$ cat src/rtl/interrupt_controller_pkg.sv
// Shared definitions for the timer interrupt controller.
// Holds the 2-bit FSM state encoding, the default vector base, the TIFR
// bit-name constants and a helper that turns a flag index into the word
// offset of its vector relative to the vector base.
package interrupt_controller_pkg;

    // FSM state encoding.
    localparam logic [1:0] ST_IDLE   = 2'd0;
    localparam logic [1:0] ST_PUSH_L = 2'd1;
    localparam logic [1:0] ST_PUSH_H = 2'd2;
    localparam logic [1:0] ST_VECTOR = 2'd3;

    // Word address of the vector serving TIFR bit 7.
    localparam logic [13:0] VEC_BASE_DEFAULT = 14'h008;

    // TIFR bit positions (combined timer0/timer1/timer2 flag register).
    typedef enum logic [2:0] {
        TOV0  = 3'd0,
        OCF0  = 3'd1,
        TOV1  = 3'd2,
        OCF1B = 3'd3,
        OCF1A = 3'd4,
        ICF1  = 3'd5,
        TOV2  = 3'd6,
        OCF2  = 3'd7
    } tifr_bit_e;

    // Vector offset 2*(7-idx); for a 3-bit index 7-idx is simply ~idx.
    function automatic logic [3:0] vec_offset(input logic [2:0] idx);
        return {~idx, 1'b0};
    endfunction

endpackage

$ cat src/rtl/priority_encoder_8.sv
// Combinational 8-to-3 priority encoder; the highest set bit wins.
// Ports:
//   req   in  8  request vector
//   valid out 1  at least one request bit set
//   idx   out 3  index of the highest set bit (0 when valid is low)
module priority_encoder_8 (
    input  logic [7:0] req,
    output logic       valid,
    output logic [2:0] idx
);

    // NOTE: every output of a combinational block gets a default before any
    // conditional assignment, otherwise synthesis infers a latch.
    always_comb begin
        valid = |req;
        idx   = 3'd0;
        // Ascending scan: a later (higher) set bit overrides earlier ones.
        for (int i = 0; i < 8; i++) begin
            if (req[i]) begin
                idx = 3'(i);
            end
        end
    end

endmodule

$ cat src/rtl/interrupt_controller.sv
// Timer interrupt controller.
// At an instruction boundary with global interrupts enabled it picks the
// highest-priority pending, unmasked TIFR flag, stalls fetch, pushes the
// return address (low byte first, stack growing down), loads the vector into
// the PC, clears SREG.I and write-one-clears the serviced TIFR flag.
// Ports:
//   clk, reset_n          clock, asynchronous active-low reset
//   tifr, timsk           pending flags and their enables (same layout)
//   sreg_i                SREG bit 7, global interrupt enable
//   instr_boundary        current instruction completes this cycle
//   program_counter       return address to push
//   sp                    current stack pointer
//   hold                  stall fetch / PC increment while servicing
//   PC_overwrite, PC_new  one-cycle PC load strobe and vector address
//   mem_we/addr/data      data-memory write port for the pushes
//   sp_we, sp_new         stack-pointer load strobe and value
//   clear_i               one-cycle pulse clearing SREG bit 7
//   tifr_clear            one-hot write-one-to-clear to TIFR
//   busy                  any state other than IDLE
module interrupt_controller
    import interrupt_controller_pkg::*;
#(
    parameter int              PC_W     = 14,
    parameter logic [PC_W-1:0] VEC_BASE = PC_W'(VEC_BASE_DEFAULT)
) (
    input  logic            clk,
    input  logic            reset_n,
    input  logic [7:0]      tifr,
    input  logic [7:0]      timsk,
    input  logic            sreg_i,
    input  logic            instr_boundary,
    input  logic [PC_W-1:0] program_counter,
    input  logic [15:0]     sp,
    output logic            hold,
    output logic            PC_overwrite,
    output logic [PC_W-1:0] PC_new,
    output logic            mem_we,
    output logic [15:0]     mem_addr,
    output logic [7:0]      mem_data,
    output logic            sp_we,
    output logic [15:0]     sp_new,
    output logic            clear_i,
    output logic [7:0]      tifr_clear,
    output logic            busy
);

    logic [1:0]      state;
    logic            guard;
    logic [2:0]      idx_lat;
    logic [PC_W-1:0] pc_lat;
    logic [15:0]     sp_lat;

    logic [7:0]      req;
    logic            req_valid;
    logic [2:0]      req_idx;
    logic            accept;
    logic [15:0]     pc_ext;

    assign req = tifr & timsk;

    priority_encoder_8 u_prio (
        .req   (req),
        .valid (req_valid),
        .idx   (req_idx)
    );

    // guard masks the cycle right after VECTOR, while the SREG.I clear is
    // still propagating back to sreg_i.
    assign accept = (state == ST_IDLE) && instr_boundary && sreg_i && req_valid && !guard;

    // NOTE: sequential state uses non-blocking assignments so every register
    // samples pre-edge values regardless of statement order.
    always_ff @(posedge clk or negedge reset_n) begin
        if (!reset_n) begin
            state   <= ST_IDLE;
            guard   <= 1'b0;
            idx_lat <= 3'd0;
            pc_lat  <= '0;
            sp_lat  <= 16'h0000;
        end else begin
            guard <= (state == ST_VECTOR);
            case (state)
                ST_IDLE: begin
                    if (accept) begin
                        state   <= ST_PUSH_L;
                        idx_lat <= req_idx;
                        pc_lat  <= program_counter;
                        sp_lat  <= sp;
                    end
                end
                ST_PUSH_L: state <= ST_PUSH_H;
                ST_PUSH_H: state <= ST_VECTOR;
                default:   state <= ST_IDLE;
            endcase
        end
    end

    // Return address zero-extended to 16 bits so the high push byte carries
    // zeros above the PC width.
    assign pc_ext = 16'(pc_lat);

    // Moore outputs decoded from state and the latched registers; data-path
    // outputs read zero outside the state that drives them.
    always_comb begin
        hold         = 1'b0;
        PC_overwrite = 1'b0;
        PC_new       = '0;
        mem_we       = 1'b0;
        mem_addr     = 16'h0000;
        mem_data     = 8'h00;
        sp_we        = 1'b0;
        sp_new       = 16'h0000;
        clear_i      = 1'b0;
        tifr_clear   = 8'h00;
        busy         = (state != ST_IDLE);
        case (state)
            ST_PUSH_L: begin
                hold     = 1'b1;
                mem_we   = 1'b1;
                mem_addr = sp_lat;
                mem_data = pc_ext[7:0];
            end
            ST_PUSH_H: begin
                hold     = 1'b1;
                mem_we   = 1'b1;
                mem_addr = sp_lat - 16'd1;
                mem_data = pc_ext[15:8];
            end
            ST_VECTOR: begin
                hold         = 1'b1;
                PC_overwrite = 1'b1;
                PC_new       = VEC_BASE + PC_W'(vec_offset(idx_lat));
                sp_we        = 1'b1;
                sp_new       = sp_lat - 16'd2;
                clear_i      = 1'b1;
                tifr_clear   = 8'h01 << idx_lat;
            end
            default: ;
        endcase
    end

endmodule
$ cat config.mk
export PLATFORM = sky130hd
export DESIGN_NAME = interrupt_controller
export DESIGN_NICKNAME = d
export VERILOG_FILES = /design/src/rtl/interrupt_controller_pkg.sv /design/src/rtl/priority_encoder_8.sv /design/src/rtl/interrupt_controller.sv
export SDC_FILE = /design/constraint.sdc
export NUM_CORES = 1
export LEC_CHECK = 0
export ABC_AREA = 1
export CORE_MARGIN = 10
export CORE_UTILIZATION = 45
export DETAILED_ROUTE_END_ITERATION = 10
export GPL_TIMING_DRIVEN = 0
export PLACE_DENSITY = 0.87
export SLEW_MARGIN = 20
export SYNTH_ARGS = -nofsm -noshare
export SYNTH_HDL_FRONTEND = slang
export SYNTH_HIERARCHICAL = 1
export SYNTH_SLANG_ARGS = --single-unit
$ cat constraint.sdc
create_clock -name clk -period 4.5 [get_ports clk]
set_input_delay 0.675 -clock clk [delete_from_list [all_inputs] [get_ports clk]]
set_output_delay 0.675 -clock clk [all_outputs]
set_load 0.05 [all_outputs]
==> results.md, run 1 <==
* Status: complete, no violations
* Final hold slack at 299.6 ps
* Synth warn at 6
* Placed Cells at 595
* Post-route ant nets at 0
* Row count at 28
* Deepest clock path buffer count at 2
* Crit. End Element: primary output
* Setup-failing EPs final at 0
* Nets at 584
* Vias at 3001
* RSZ-0062 raised after global routing: no
* Asr flop ratio synth at 1.000
* Root buffer cell: clkbuf_8
* Port Buffers at 107
* Dpl hpwl at 7078 um
* Met3 Usage GRT at 0.07329
* GR Layer Usage met2 at 0.3076
* Max-Cap Viols at 0
* Worst Hold Class: input pin to asynchronous set/reset pin
* Largest area contributor in the netlist: dfrtp_1
* Sink Count at 36
* Setup WS post-layout at 1083 ps
* Clock skew at 7.145 ps
* Gr ovfl total at 0
* Synth cell types at 26
* Post-DR vias/cell at 4.977
* Placer Congestion at 0.8597
* Most common cell in the synthesized netlist: nand2_1
* CTS tree: done
* Tmin final at 3417 ps
* GR Util All Layers at 0.1770
* Max Fanout on Critical Path at 8
* Slew margin rel. at 0.6330
* Post-CTS setup buffer count at 0
* Die area at 9551 sq um
* Routing usage on met1 at 0.1946
* Peak VDD IR at 0.0004407 V
* Ratio of final minimum period to clock period at 0.7594
* CTS buffer count at 5
* Clk Latency, worst-skew pair at 280 ps
* Non-filler cells, final at 603
* Largest net degree at the start of global routing at 23
* Worst-Margin Slew at 548.8 ps
* Area contributors post-synth: dfrtp_1, nand2_1, inv_1
* DR DRC count at 0
* Multi-input combinational cell area at 1441 sq um
* Die W at 97.73 um
* Hold Vio Cnt, Final at 0
* # hold bufs at CTS at 0
* Share of layout cells above drive strength 1 at 0.1307
* Overall die height at 97.73 um
* Setup TNS at 0 ps
* Share of the synthesized area in the top cell type at 0.3313
* Pre-CTS setup slack at 1412 ps
* Startpoint Class: register
* Layout fillers at 494
* Critical path data arrival time at 2740 ps
* Pwr Density at 754.4 nW/um^2
* WL per Instance at 14.60 um
* Leakage at 1.914 nW
* FF/Latch Area at 900.9 sq um
* Pre-antenna DRT Iters at 4
* Post-CTS sizing at 0
* Commonest cells post-synth: nand2_1, inv_1, dfrtp_1, o21ai_1, nor2_1
* # IOs at 118
* Area Overhead vs Synth at 48.87%
* Cells after synthesis at 403
* Final WL at 8805 um
* GRT busiest layer: met2
* Number of enable flip-flop cells after synthesis at 0
* Worst path required time at 3830 ps
* Synthesized area per cell at 6.747 sq um
* Sequential-to-total area share from yosys stat at 0.3313
* Critical path type: register to primary output
* Initial antenna violation count at 0
* First-pass GRT wire length at 14320 um
* Max Slew Vio Count at 0
* Vias in the first global route at 3047
* Core Area at 5886 sq um
* Fmax at 292.6 MHz
* Starting Density at 0.4619
* Seq cells post-synth at 36
* H-tree depth at 2
* Main flop type after synthesis: dfrtp_1
* Clock Pin Slew Worst Setup and Hold Paths at 80 ps
* ANT cells at 0
* Synth Cell Area at 2719 sq um
* R2R cell count at 9
* Initial DRC Count at 187
-- path summary, 6_finish.rpt --
| path | end | slack [ps] | from |
|---|---|---|---|
| max in group asynchronous | sp_lat[4] | 3760 | reset_n |
| min in group clk | idx_lat[2] | 520 | idx_lat[2] |
| min reg2reg | idx_lat[2] | 520 | idx_lat[2] |
| max | mem_addr[5] | 1080 | state[0] |
| min | pc_lat[11] | 300 | reset_n |
| max reg2reg | idx_lat[1] | 2810 | state[0] |
-- cells in the final DEF, fill, tap and decap left out --
cell type	instances
buf_4	19
nand2_4	2
xor2_1	1
clkdlybuf4s50_1	106
buf_2	5
nand2_2	6
nor2_1	31
nor2_2	7
inv_4	1
clkbuf_1	1
inv_1	57
o21ai_1	36
a21oi_2	3
nand3_1	19
dfrtp_1	36
ha_1	7
nor2_8	2
bufinv_16	1
nor3_2	2
clkbuf_8	5
o211ai_1	1
clkinv_2	2
nor2_4	7
o22ai_1	8
buf_16	1
nand2_1	113
o21ai_0	10
a21oi_1	21
nor3_1	2
inv_2	6
conb_1	10
-- final cells by class --
cell class | count | share of cell area
plain buffers | 23 | 0.04019
clock buffers | 6 | 0.01793
clock inverters | 2 | 0.008655
inverters | 65 | 0.06121
multi-input cells | 288 | 0.3561
flip-flops and latches | 36 | 0.2226
well taps | 75 | 0.02318
repair buffers | 108 | 0.2702
-- per-layer routing --
metal,vias up,share of wire,routed length [um]
met5,-,0,0
met4,0,0.011,99
met3,10,0.092,810
met2,118,0.50,4392
met1,1394,0.40,3502
li1,1479,-,-
-- registers in the layout, indices dropped and copies added (netlist names) --
signal   cells
sp_lat      16
pc_lat      14
idx_lat      3
state        2
guard        1
-- kinds of logic (layout without fill, tap and decap cells) --
kind of cell,count (synthesis),after routing,synth area share
and+or+nand+nor,191,191,0.3267
adders and majority gates,7,7,0.03221
buffers and inverters,88,204,0.1509
xor gates and xnor gates,1,1,0.003222
AOI/OAI and AO/OA,79,79,0.1542
other,1,10,0.001379
DFF,36,36,0.3313
-- where the power goes --
part	internal, mW	leakage (nW)	total [mW]	switching, mW
registers	0.480	0.443	0.632	0.152
logic	0.677	1.42	2.14	1.46
clock network	0.165	0.0552	0.280	0.115
-- through the flow --
step	utilization	power, mW	area (sq um)
2_1_floorplan	-	2.120	2753
3_3_place_gp	0.6656	2.716	3918
3_5_place_dp	0.6694	2.769	3940
4_1_cts	0.6877	3.057	4048
5_1_grt	0.6877	3.252	4048
6_report	0.6877	3.053	4048
-- critical path, stage by stage (launching register included) --
cell,delay [ps]
dfrtp_1,390
inv_1,110
ha_1,370
nand2_1,230
inv_1,270
a21oi_1,70
o21ai_1,190
clkdlybuf4s50_1,840
Power figures use the tool's default switching activity.
==> run 2: changes to the inputs <==
--- a/config.mk
+++ b/config.mk
@@ -7,10 +7,10 @@
 export LEC_CHECK = 0
 export ABC_AREA = 1
 export CORE_MARGIN = 10
-export CORE_UTILIZATION = 45
+export CORE_UTILIZATION = 43
 export DETAILED_ROUTE_END_ITERATION = 10
 export GPL_TIMING_DRIVEN = 0
-export PLACE_DENSITY = 0.87
+export PLACE_DENSITY = 0.83
 export SLEW_MARGIN = 20
 export SYNTH_ARGS = -nofsm -noshare
 export SYNTH_HDL_FRONTEND = slang
==> constraint.sdc (replaced) <==
create_clock -name clk -period 3.15 [get_ports clk]
set_input_delay 0.4725 -clock clk [delete_from_list [all_inputs] [get_ports clk]]
set_output_delay 0.4725 -clock clk [all_outputs]
set_load 0.05 [all_outputs]
==> results.md, run 2 (synthesized netlist as in run 1, its figures left out) <==
* H-tree depth at 2 (unchanged)
* Nets at 584 (unchanged)
* # IOs at 118 (unchanged)
* Tmin final at 2973 ps
* Fmax at 336.4 MHz
* Worst path max stage delay at 830 ps (about the same)
* Die W at 99.52 um (+1.8%)
* Critical Path Slowest Stage Cell: clkdlybuf4s50_1
* Vias at 2966 (-1.2%)
* Pre-antenna DRT Iters at 4 (unchanged)
* Gr ovfl total at 0 (unchanged)
* Area Overhead vs Synth at 50.35%
* Regs by FF count: sp_lat: 16 flops, pc_lat: 14 flops, idx_lat: 3 flops
* Startpoint Class: register
* Status: complete, no violations
* FF-to-FF End: sp_lat[11]
* Combinational power share at 0.699 (-0.002)
* Clock skew at 7.504 ps (+0.3590 ps)
* ANT cells at 0 (unchanged)
* Critical path type: register to primary output
* Core Area at 6026 sq um (+2.4%)
* Initial antenna violation count at 0 (unchanged)
* R2R cell count at 9 (unchanged)
* Crit path launch: sp_lat[1]
* Critical path cell sequence: inv_1 > ha_1 > nand2_2 > nor2_4 > nand2_1 > a21oi_1 > clkdlybuf4s50_1
* Switching fraction of total power at 0.5723 (+0.004968)
* Slew margin rel. at 0.6139 (-0.01907)
* Switch Pwr at 2.483 mW (+43%)
* Layout fillers at 553 (+12%)
* Setup TNS at 0 ps (unchanged)
* Final WL at 8888 um (+0.94%)
* Share of layout cells above drive strength 1 at 0.1345 (+0.003788)
* Leakage at 2.232 nW (+17%)
* Power share of the sequential group at 0.207 (about the same)
* Post-DR vias/cell at 4.919 (-1.2%)
* Vias in the first global route at 3026 (-0.69%)
* CTS buffer count at 5 (unchanged)
* RSZ-0062 raised after global routing: no
* Ratio of final minimum period to clock period at 0.9438
* Max-Cap Viols at 0 (unchanged)
* WL per Instance at 14.74 um (+0.94%)
* Commonest non-fill, non-tap cell in the layout: nand2_1
* Internal at 1.856 mW (+40%)
* Initial DRC Count at 179 (-4.3%)
* Number of flip-flops under the largest register name at 16 (unchanged)
* GR Util All Layers at 0.1768 (-0.0002360)
* Deepest clock path buffer count at 2 (unchanged)
* Max Slew Vio Count at 0 (unchanged)
* Most frequent cells in the layout: nand2_1, clkdlybuf4s50_1, inv_1
* Clk Latency, worst-skew pair at 290 ps (about the same)
* Post-route ant nets at 0 (unchanged)
* Sink Count at 36 (unchanged)
* R2R Setup Slk at 1490 ps (-1320 ps)
* Largest Register: sp_lat
* Die area at 9903 sq um (+3.7%)
* Peak VDD IR at 0.0005228 V (+19%)
* Largest net degree at the start of global routing at 22 (-4.3%)
* DR DRC count at 0 (unchanged)
* Dpl hpwl at 7112 um (+0.48%)
* CTS tree: done
* Root buffer cell: clkbuf_8
* Overall die height at 99.52 um (+1.8%)
* Starting Density at 0.4512 (-0.01074)
* Crit. End Element: primary output
* Reg2reg start: state[0]
* Hold Vio Cnt, Final at 0 (unchanged)
* # hold bufs at CTS at 0 (unchanged)
* Clock Pin Slew Worst Setup and Hold Paths at 80 ps (about the same)
* Max Fanout on Critical Path at 5 (-3)
* Placed Cells at 595 (unchanged)
* Clock power share at 0.095 (+0.003)
* Row count at 28 (unchanged)
* Pwr Density at 1061 nW/um^2 (+41%)
* Worst-Margin Slew at 578.2 ps (+29.38 ps)
* Non-filler cells, final at 603 (unchanged)
* Worst Hold Class: input pin to asynchronous set/reset pin
* Worst path required time at 2680 ps (-1150 ps)
* Placer Congestion at 0.8390 (-2.4%)
* Port Buffers at 107 (unchanged)
* Worst Setup EP: sp_new[11]
* Critical path data arrival time at 2500 ps (-240 ps)
* Setup-failing EPs final at 0 (unchanged)
* First-pass GRT wire length at 14590 um (+1.9%)
* Fin util at 0.6784 (-0.009349)
==> run 2: changes by cell type in the layout (fill, tap and decap cells not counted), sizes merged <==
| cell | before | now |
|---|---|---|
| clkinvlp | 0 | 1 |
| clkbuf | 6 | 5 |
| clkdlybuf4s50 | 106 | 82 |
| dlymetal6s2s | 0 | 17 |
| dlygate4sd2 | 0 | 7 |
==> run 2: per-layer routing <==
| layer | global-route usage | wire (um) | up-vias |
|---|---|---|---|
| met2 | 0.3101 | 4423 | 99 |
| met5 | 0 | 0 | - |
| met3 | 0.07474 | 792 | 9 |
| met4 | 0.02867 | 77 | 0 |
| met1 | 0.1973 | 3594 | 1371 |
| li1 | - | - | 1487 |
==> run 2: how the worst min path moves through the flow <==
stage	startpoint	to
floorplan	reset_n	guard
detailed placement	reset_n	pc_lat[0]
global route	reset_n	pc_lat[0]
finish	reset_n	pc_lat[0]
global placement	pc_lat[6]	pc_lat[6]
CTS	reset_n	pc_lat[0]
==> run 2: per-stage QoR <==
stage / setup WS, ps / power, mW / cell area, sq um / hold WS [ps]
2_1_floorplan: 139.0 / 3.031 / 2755 / 176.9
3_3_place_gp: 282.4 / 3.889 / 3920 / 499.6
3_5_place_dp: 257.9 / 3.956 / 3943 / 418.4
4_1_cts: 12.45 / 4.364 / 4045 / 106.1
5_1_grt: 15.36 / 4.639 / 4088 / 119.4
6_report: 176.9 / 4.339 / 4088 / 104.2
==> run 2: power by group through the flow <==
stage / clock [mW] / sequential (mW) / combinational, mW
2_1_floorplan: 0 / 0.852 / 2.18
3_3_place_gp: 0 / 0.892 / 3.00
3_5_place_dp: 0 / 0.900 / 3.06
4_1_cts: 0.416 / 0.895 / 3.05
5_1_grt: 0.437 / 0.930 / 3.27
6_report: 0.410 / 0.897 / 3.03
==> run 2: area by class of cell <==
type / count / area [sq um] / share of cell area
repair buffers: 108 / 1127 / 0.2758
inverters: 65 / 247.7 / 0.06061
flip-flops and latches: 36 / 900.9 / 0.2204
clock buffers: 5 / 68.82 / 0.01684
clock inverters: 3 / 42.54 / 0.01041
multi-input cells: 288 / 1444 / 0.3532
well taps: 75 / 93.84 / 0.02296
plain buffers: 23 / 162.7 / 0.03979
==> run 2: what timing repair did <==
action                     CTS  global route
buffers inserted             0             0
setup endpoints to repair    7            17
resized for setup            7            17
==> run 2: critical path, delay by kind of cell (launching register included) <==
family                   cells  cell delay (ps)
AO/OA/AOI/OAI                1              160
AND/OR/NAND/NOR              3              370
buffers and inverters        2             1020
flip-flops                   1              390
adder cells (fa/ha/maj)      1              280
